$ cat config.mk
export PLATFORM = sky130hd
export DESIGN_NAME = ahbl_cmd_master
export DESIGN_NICKNAME = d
export VERILOG_FILES = /design/src/rtl/ahbl_cmd_master.sv
export SDC_FILE = /design/constraint.sdc
export NUM_CORES = 1
export LEC_CHECK = 0
export ABC_AREA = 1
export CAP_MARGIN = 25
export CORE_MARGIN = 5
export CORE_UTILIZATION = 39
export CTS_CLUSTER_SIZE = 25
export DETAILED_ROUTE_END_ITERATION = 8
export PLACE_DENSITY = 0.81
export SETUP_SLACK_MARGIN = 0.02
export SYNTH_ARGS = -nofsm -noshare
export SYNTH_HDL_FRONTEND = slang
export SYNTH_SLANG_ARGS = --single-unit
$ cat constraint.sdc
create_clock -name HCLK -period 0.9 [get_ports HCLK]
set_input_delay 0.225 -clock HCLK [delete_from_list [all_inputs] [get_ports HCLK]]
set_output_delay 0.225 -clock HCLK [all_outputs]
set_load 0.1 [all_outputs]
$ cat src/rtl/ahbl_cmd_master.sv
// AHB-Lite single-transfer initiator fed by a valid/ready command stream.
// Optional data-phase timeout: define AHBL_CMD_MASTER_TIMEOUT_EN.
module ahbl_cmd_master #(
  parameter int unsigned TIMEOUT   = 256,
  parameter logic [31:0] ERR_RDATA = 32'hDEADBEEF
) (
  input  logic        HCLK,
  input  logic        HRESETn,
  input  logic        cmd_valid,
  output logic        cmd_ready,
  input  logic        cmd_write,
  input  logic [31:0] cmd_addr,
  input  logic [1:0]  cmd_size,
  input  logic [31:0] cmd_wdata,
  output logic        rsp_valid,
  output logic [31:0] rsp_rdata,
  output logic        rsp_err,
  output logic [31:0] HADDR,
  output logic [1:0]  HTRANS,
  output logic        HWRITE,
  output logic [2:0]  HSIZE,
  output logic [2:0]  HBURST,
  output logic [31:0] HWDATA,
  input  logic        HREADY,
  input  logic [31:0] HRDATA,
  input  logic        HRESP
`ifdef AHBL_CMD_MASTER_TIMEOUT_EN
  ,
  output logic        timeout_flag
`endif
);

  localparam logic [1:0] TR_IDLE   = 2'b00;
  localparam logic [1:0] TR_NONSEQ = 2'b10;

  logic        ap_valid_q, ap_valid_d;
  logic [31:0] ap_addr_q, ap_addr_d;
  logic        ap_write_q, ap_write_d;
  logic [1:0]  ap_size_q, ap_size_d;
  logic        ap_ill_q, ap_ill_d;
  logic [31:0] ap_wdata_q, ap_wdata_d;

  logic        dp_valid_q, dp_valid_d;
  logic        dp_write_q, dp_write_d;
  logic        dp_ill_q, dp_ill_d;
  logic [31:0] dp_wdata_q, dp_wdata_d;

  logic        rsp_valid_q, rsp_valid_d;
  logic [31:0] rsp_rdata_q, rsp_rdata_d;
  logic        rsp_err_q, rsp_err_d;

  logic [31:0] addr_al;
  logic        accept;

`ifdef AHBL_CMD_MASTER_TIMEOUT_EN
  localparam logic [15:0] TO_LIM = 16'(TIMEOUT);

  logic [15:0] cnt_q, cnt_d;
  logic        rec_q, rec_d;
  logic        rec_ap_q, rec_ap_d;
  logic        rec_wr_q, rec_wr_d;
  logic        flag_q, flag_d;

  assign cmd_ready    = HREADY & ~rec_q;
  assign timeout_flag = flag_q;
`else
  logic unused_cfg;
  assign unused_cfg = (TIMEOUT != 0) ^ (^ERR_RDATA);
  assign cmd_ready  = HREADY;
`endif

  assign accept = cmd_valid & cmd_ready;

  always_comb begin
    unique case (1'b1)
      cmd_size == 2'd0: addr_al = cmd_addr;
      cmd_size == 2'd1: addr_al = {cmd_addr[31:1], 1'b0};
      default:          addr_al = {cmd_addr[31:2], 2'b00};
    endcase
  end

  always_comb begin
    ap_valid_d  = ap_valid_q;
    ap_addr_d   = ap_addr_q;
    ap_write_d  = ap_write_q;
    ap_size_d   = ap_size_q;
    ap_ill_d    = ap_ill_q;
    ap_wdata_d  = ap_wdata_q;
    dp_valid_d  = dp_valid_q;
    dp_write_d  = dp_write_q;
    dp_ill_d    = dp_ill_q;
    dp_wdata_d  = dp_wdata_q;
    rsp_valid_d = 1'b0;
    rsp_rdata_d = 32'h0;
    rsp_err_d   = 1'b0;

    if (HREADY) begin
      if (dp_valid_q) begin
        rsp_valid_d = 1'b1;
        rsp_rdata_d = dp_write_q ? 32'h0 : HRDATA;
        rsp_err_d   = HRESP | dp_ill_q;
      end
      dp_valid_d = ap_valid_q;
      dp_write_d = ap_write_q;
      dp_ill_d   = ap_ill_q;
      dp_wdata_d = ap_wdata_q;
      ap_valid_d = accept;
      if (accept) begin
        ap_addr_d  = addr_al;
        ap_write_d = cmd_write;
        // illegal size 3 goes out as a word
        ap_size_d  = (cmd_size == 2'd3) ? 2'd2 : cmd_size;
        ap_ill_d   = (cmd_size == 2'd3);
        ap_wdata_d = cmd_wdata;
      end
    end

`ifdef AHBL_CMD_MASTER_TIMEOUT_EN
    cnt_d    = cnt_q;
    rec_d    = 1'b0;
    rec_ap_d = 1'b0;
    rec_wr_d = 1'b0;
    flag_d   = flag_q;
    if (HREADY) begin
      cnt_d = 16'h0;
    end else if (dp_valid_q) begin
      cnt_d = cnt_q + 16'd1;
      if (cnt_d == TO_LIM) begin
        rsp_valid_d = 1'b1;
        rsp_err_d   = 1'b1;
        rsp_rdata_d = dp_write_q ? 32'h0 : ERR_RDATA;
        dp_valid_d  = 1'b0;
        ap_valid_d  = 1'b0;
        rec_d       = 1'b1;
        rec_ap_d    = ap_valid_q;
        rec_wr_d    = ap_write_q;
        cnt_d       = 16'h0;
        flag_d      = 1'b1;
      end
    end
    // the dropped address-phase command answers one cycle later
    if (rec_q && rec_ap_q) begin
      rsp_valid_d = 1'b1;
      rsp_err_d   = 1'b1;
      rsp_rdata_d = rec_wr_q ? 32'h0 : ERR_RDATA;
    end
`endif
  end

  always_ff @(posedge HCLK or negedge HRESETn) begin
    if (!HRESETn) begin
      ap_valid_q  <= 1'b0;
      ap_addr_q   <= 32'h0;
      ap_write_q  <= 1'b0;
      ap_size_q   <= 2'd0;
      ap_ill_q    <= 1'b0;
      ap_wdata_q  <= 32'h0;
      dp_valid_q  <= 1'b0;
      dp_write_q  <= 1'b0;
      dp_ill_q    <= 1'b0;
      dp_wdata_q  <= 32'h0;
      rsp_valid_q <= 1'b0;
      rsp_rdata_q <= 32'h0;
      rsp_err_q   <= 1'b0;
    end else begin
      ap_valid_q  <= ap_valid_d;
      ap_addr_q   <= ap_addr_d;
      ap_write_q  <= ap_write_d;
      ap_size_q   <= ap_size_d;
      ap_ill_q    <= ap_ill_d;
      ap_wdata_q  <= ap_wdata_d;
      dp_valid_q  <= dp_valid_d;
      dp_write_q  <= dp_write_d;
      dp_ill_q    <= dp_ill_d;
      dp_wdata_q  <= dp_wdata_d;
      rsp_valid_q <= rsp_valid_d;
      rsp_rdata_q <= rsp_rdata_d;
      rsp_err_q   <= rsp_err_d;
    end
  end

`ifdef AHBL_CMD_MASTER_TIMEOUT_EN
  always_ff @(posedge HCLK or negedge HRESETn) begin
    if (!HRESETn) begin
      cnt_q    <= 16'h0;
      rec_q    <= 1'b0;
      rec_ap_q <= 1'b0;
      rec_wr_q <= 1'b0;
      flag_q   <= 1'b0;
    end else begin
      cnt_q    <= cnt_d;
      rec_q    <= rec_d;
      rec_ap_q <= rec_ap_d;
      rec_wr_q <= rec_wr_d;
      flag_q   <= flag_d;
    end
  end
`endif

  assign HADDR     = ap_addr_q;
  assign HTRANS    = ap_valid_q ? TR_NONSEQ : TR_IDLE;
  assign HWRITE    = ap_write_q;
  assign HSIZE     = {1'b0, ap_size_q};
  assign HBURST    = 3'b000;
  assign HWDATA    = dp_wdata_q;
  assign rsp_valid = rsp_valid_q;
  assign rsp_rdata = rsp_rdata_q;
  assign rsp_err   = rsp_err_q;

endmodule

==> run summary <==
Initial Util - 39.38%
H-Tree Depth - 4
Rows - 42
CP max stage cell - dfrtp_4
Met3 wire length - 1215 µm
Max Cap Violations - 0
Worst R2R Path Depth - 6
Port buffer count - 206
Failing checks - negative setup slack
Critical Path, Cell by Cell - buf_12
CP max stage delay - 0.50 ns
Final Cycle Share - 146.5%
Placed insts - 930
Area fraction of the dominant cell type after synthesis - 67.02%
Clock sinks - 138
Maximum VDD drop - 0.001118 V
Worst Clk Skew - 0.008992 ns
Vias in the first global route - 4,754
Crit path max-delay family - flip-flops
WHS - 0.2265 ns
R2r endpoint - rsp_rdata[11]
Worst EP arrival - 1.09 ns
Hold/Removal Path Class - primary input to asynchronous set/reset pin
Worst-path clk slew - 0.06 ns
Die W - 124.9 µm
Largest net degree at the start of global routing - 49
Crit path depth - 1
Die height - 124.9 µm
GRT Resource Usage Total - 20.19%
Post-route minimum period - 1.319 ns
Critical Path Sink Type - output port
Num CTS Buffers - 17
# nets final - 897
Drt first pass iters - 4
Die area - 15,610 µm²
Root Driver - clkbuf_16
Initial antenna violation count - 0
Largest area contributor in the netlist - dfrtp_1
Clk buf depth - 2
Final core occ - 76.51%
Fin cells - 982
Core region area - 13,090 µm²
Grt ovf - 0
Drt drc - 0
Worst Setup Start Kind - flop
Detailed Route WL - 16,940 µm
Most frequent cells in the layout - 230 x nand2_1, 115 x buf_12, 100 x clkdlybuf4s50_1, 67 x inv_1, 66 x dfrtp_4
WS Path Type - flop to output port
Critical Path RT - 0.67 ns
R2R setup slack - -0.15 ns
CTS tree - built
Pre-CTS WS - -0.5041 ns
Sequential area share after synthesis - 67.02%
Status - complete, but fails checks
Yosys warning count - 0
Met2 routed WL - 9087 µm
Worst-path fanout max - 2
Share of cells above drive strength 1 - 39.58%
Final worst-path setup slack - -0.4188 ns
# diodes - 0
Flop and latch count out of synthesis - 138
Ports - 212
Dpl hpwl - 11,180 µm
Most common cell after layout, fill and taps aside - nand2_1
Leakage - 0.004649 µW
Placer Congestion - 0.8011
1st-iter DRT viols - 369
First-pass GRT wire length - 24,520 µm
Via Count - 4,468
Post-synthesis cell type count - 15
Post-Syn Instances - 553
Worst Path Buf+Inv - 1
Synth top area cells - dfrtp_1 67%, nand2_1 17%, inv_1 5.0%
Final Hold Fails - 0
Mean Syn Cell Area - 9.317 µm²
FMAX - 758.3 MHz
Metal-1 WL - 5931 µm
Clock latency on the worst-skew pair - 0.42 ns
ANT nets after route - 0
Max Used Layer - met4
Area growth syn-to-layout - 94.29%
Setup Viol. Count Final - 134
Cell area after synthesis - 5152 µm²
Via density - 4.550
RSZ-0062 raised after global routing - yes
Power per cell area - 2309 nW/µm²
Final max-slew violation count - 0
Routed wire per std cell - 17.25 µm
Reg2reg start - dp_valid_q
[power by group]
part	total (µW)	leakage (µW)	internal, µW	switching (µW)
clock network	7300	0.000301	4770	2530
registers	7810	0.00162	7170	640
logic	8010	0.00273	2950	5070
[Yosys cell counts]
cell	number
a21oi_1	1
buf_2	11
buf_4	11
buf_6	4
clkbuf_1	6
conb_1	1
dfrtp_1	138
inv_1	68
inv_2	2
nand2_1	233
nand2_2	2
nand3_1	1
nor2_1	36
o21ai_0	38
o21ai_1	1
[through the flow]
step / total power, µW / setup TNS [ns] / cell area [µm²]
2_1_floorplan: 12110 / -0.03723 / 5477
3_3_place_gp: 15330 / -31.61 / 8848
3_5_place_dp: 15480 / -34.38 / 8848
4_1_cts: 22950 / -42.34 / 9684
5_1_grt: 23880 / -45.85 / 10010
6_report: 23120 / -42.00 / 10010
[worst max-delay path by stage]
stage	start	endpoint
after floorplan	HWDATA[0]	HWDATA[0]
after global placement	cmd_valid	ap_wdata_q[24]
after global routing	HADDR[30]	HADDR[30]
after detailed placement	cmd_valid	ap_wdata_q[25]
after CTS	HWDATA[14]	HWDATA[14]
final	HADDR[30]	HADDR[30]
[registers in the layout, indices dropped and copies added (netlist names)]
| register | count |
|---|---|
| ap_wdata_q | 32 |
| HWRITE | 1 |
| HWDATA | 32 |
| ap_valid_q | 1 |
| ap_size_q | 2 |
| dp_valid_q | 1 |
| ap_ill_q | 1 |
| HADDR | 32 |
| dp_write_q | 1 |
| dp_ill_q | 1 |
| rsp_rdata | 32 |
| rsp_err | 1 |
| rsp_valid | 1 |
[cell type report]
| class | count | area [µm²] |
|---|---|---|
| Tap cell | 176 | 220.2 |
| Multi-Input combinational cell | 317 | 1485 |
| Fill cell | 744 | 3074 |
| Inverter | 70 | 265.3 |
| Clock inverter | 9 | 147.6 |
| Timing Repair Buffer | 249 | 3680 |
| Sequential cell | 138 | 3745 |
| Clock buffer | 23 | 467.9 |
[per-layer routing]
layer  up-vias  GRT usage, %
met2       168         34.80
met5         -             0
met4         0         11.73
met1      2157         21.74
met3        42         6.695
li1       2101             -
[timing repair]
action / CTS / global route
setup buffers: 8 / 8
setup endpoints to repair: 157 / 195
resized for setup: 38 / 52
pin swaps: 3 / 3
hold buffers: 1 / 0
hold endpoints to repair: 138 / 0
cloned: 1 / 3
[cells by family (layout without fill, tap and decap cells)]
group | after synthesis | in the layout | share of synthesized area (%)
AO/OA/AOI/OAI | 40 | 40 | 3.885
AND/OR/NAND/NOR | 272 | 272 | 19.94
flip-flops | 138 | 138 | 67.02
other | 1 | 5 | 0.07278
buffers and inverters | 102 | 351 | 9.082
Power figures use the tool's default switching activity.
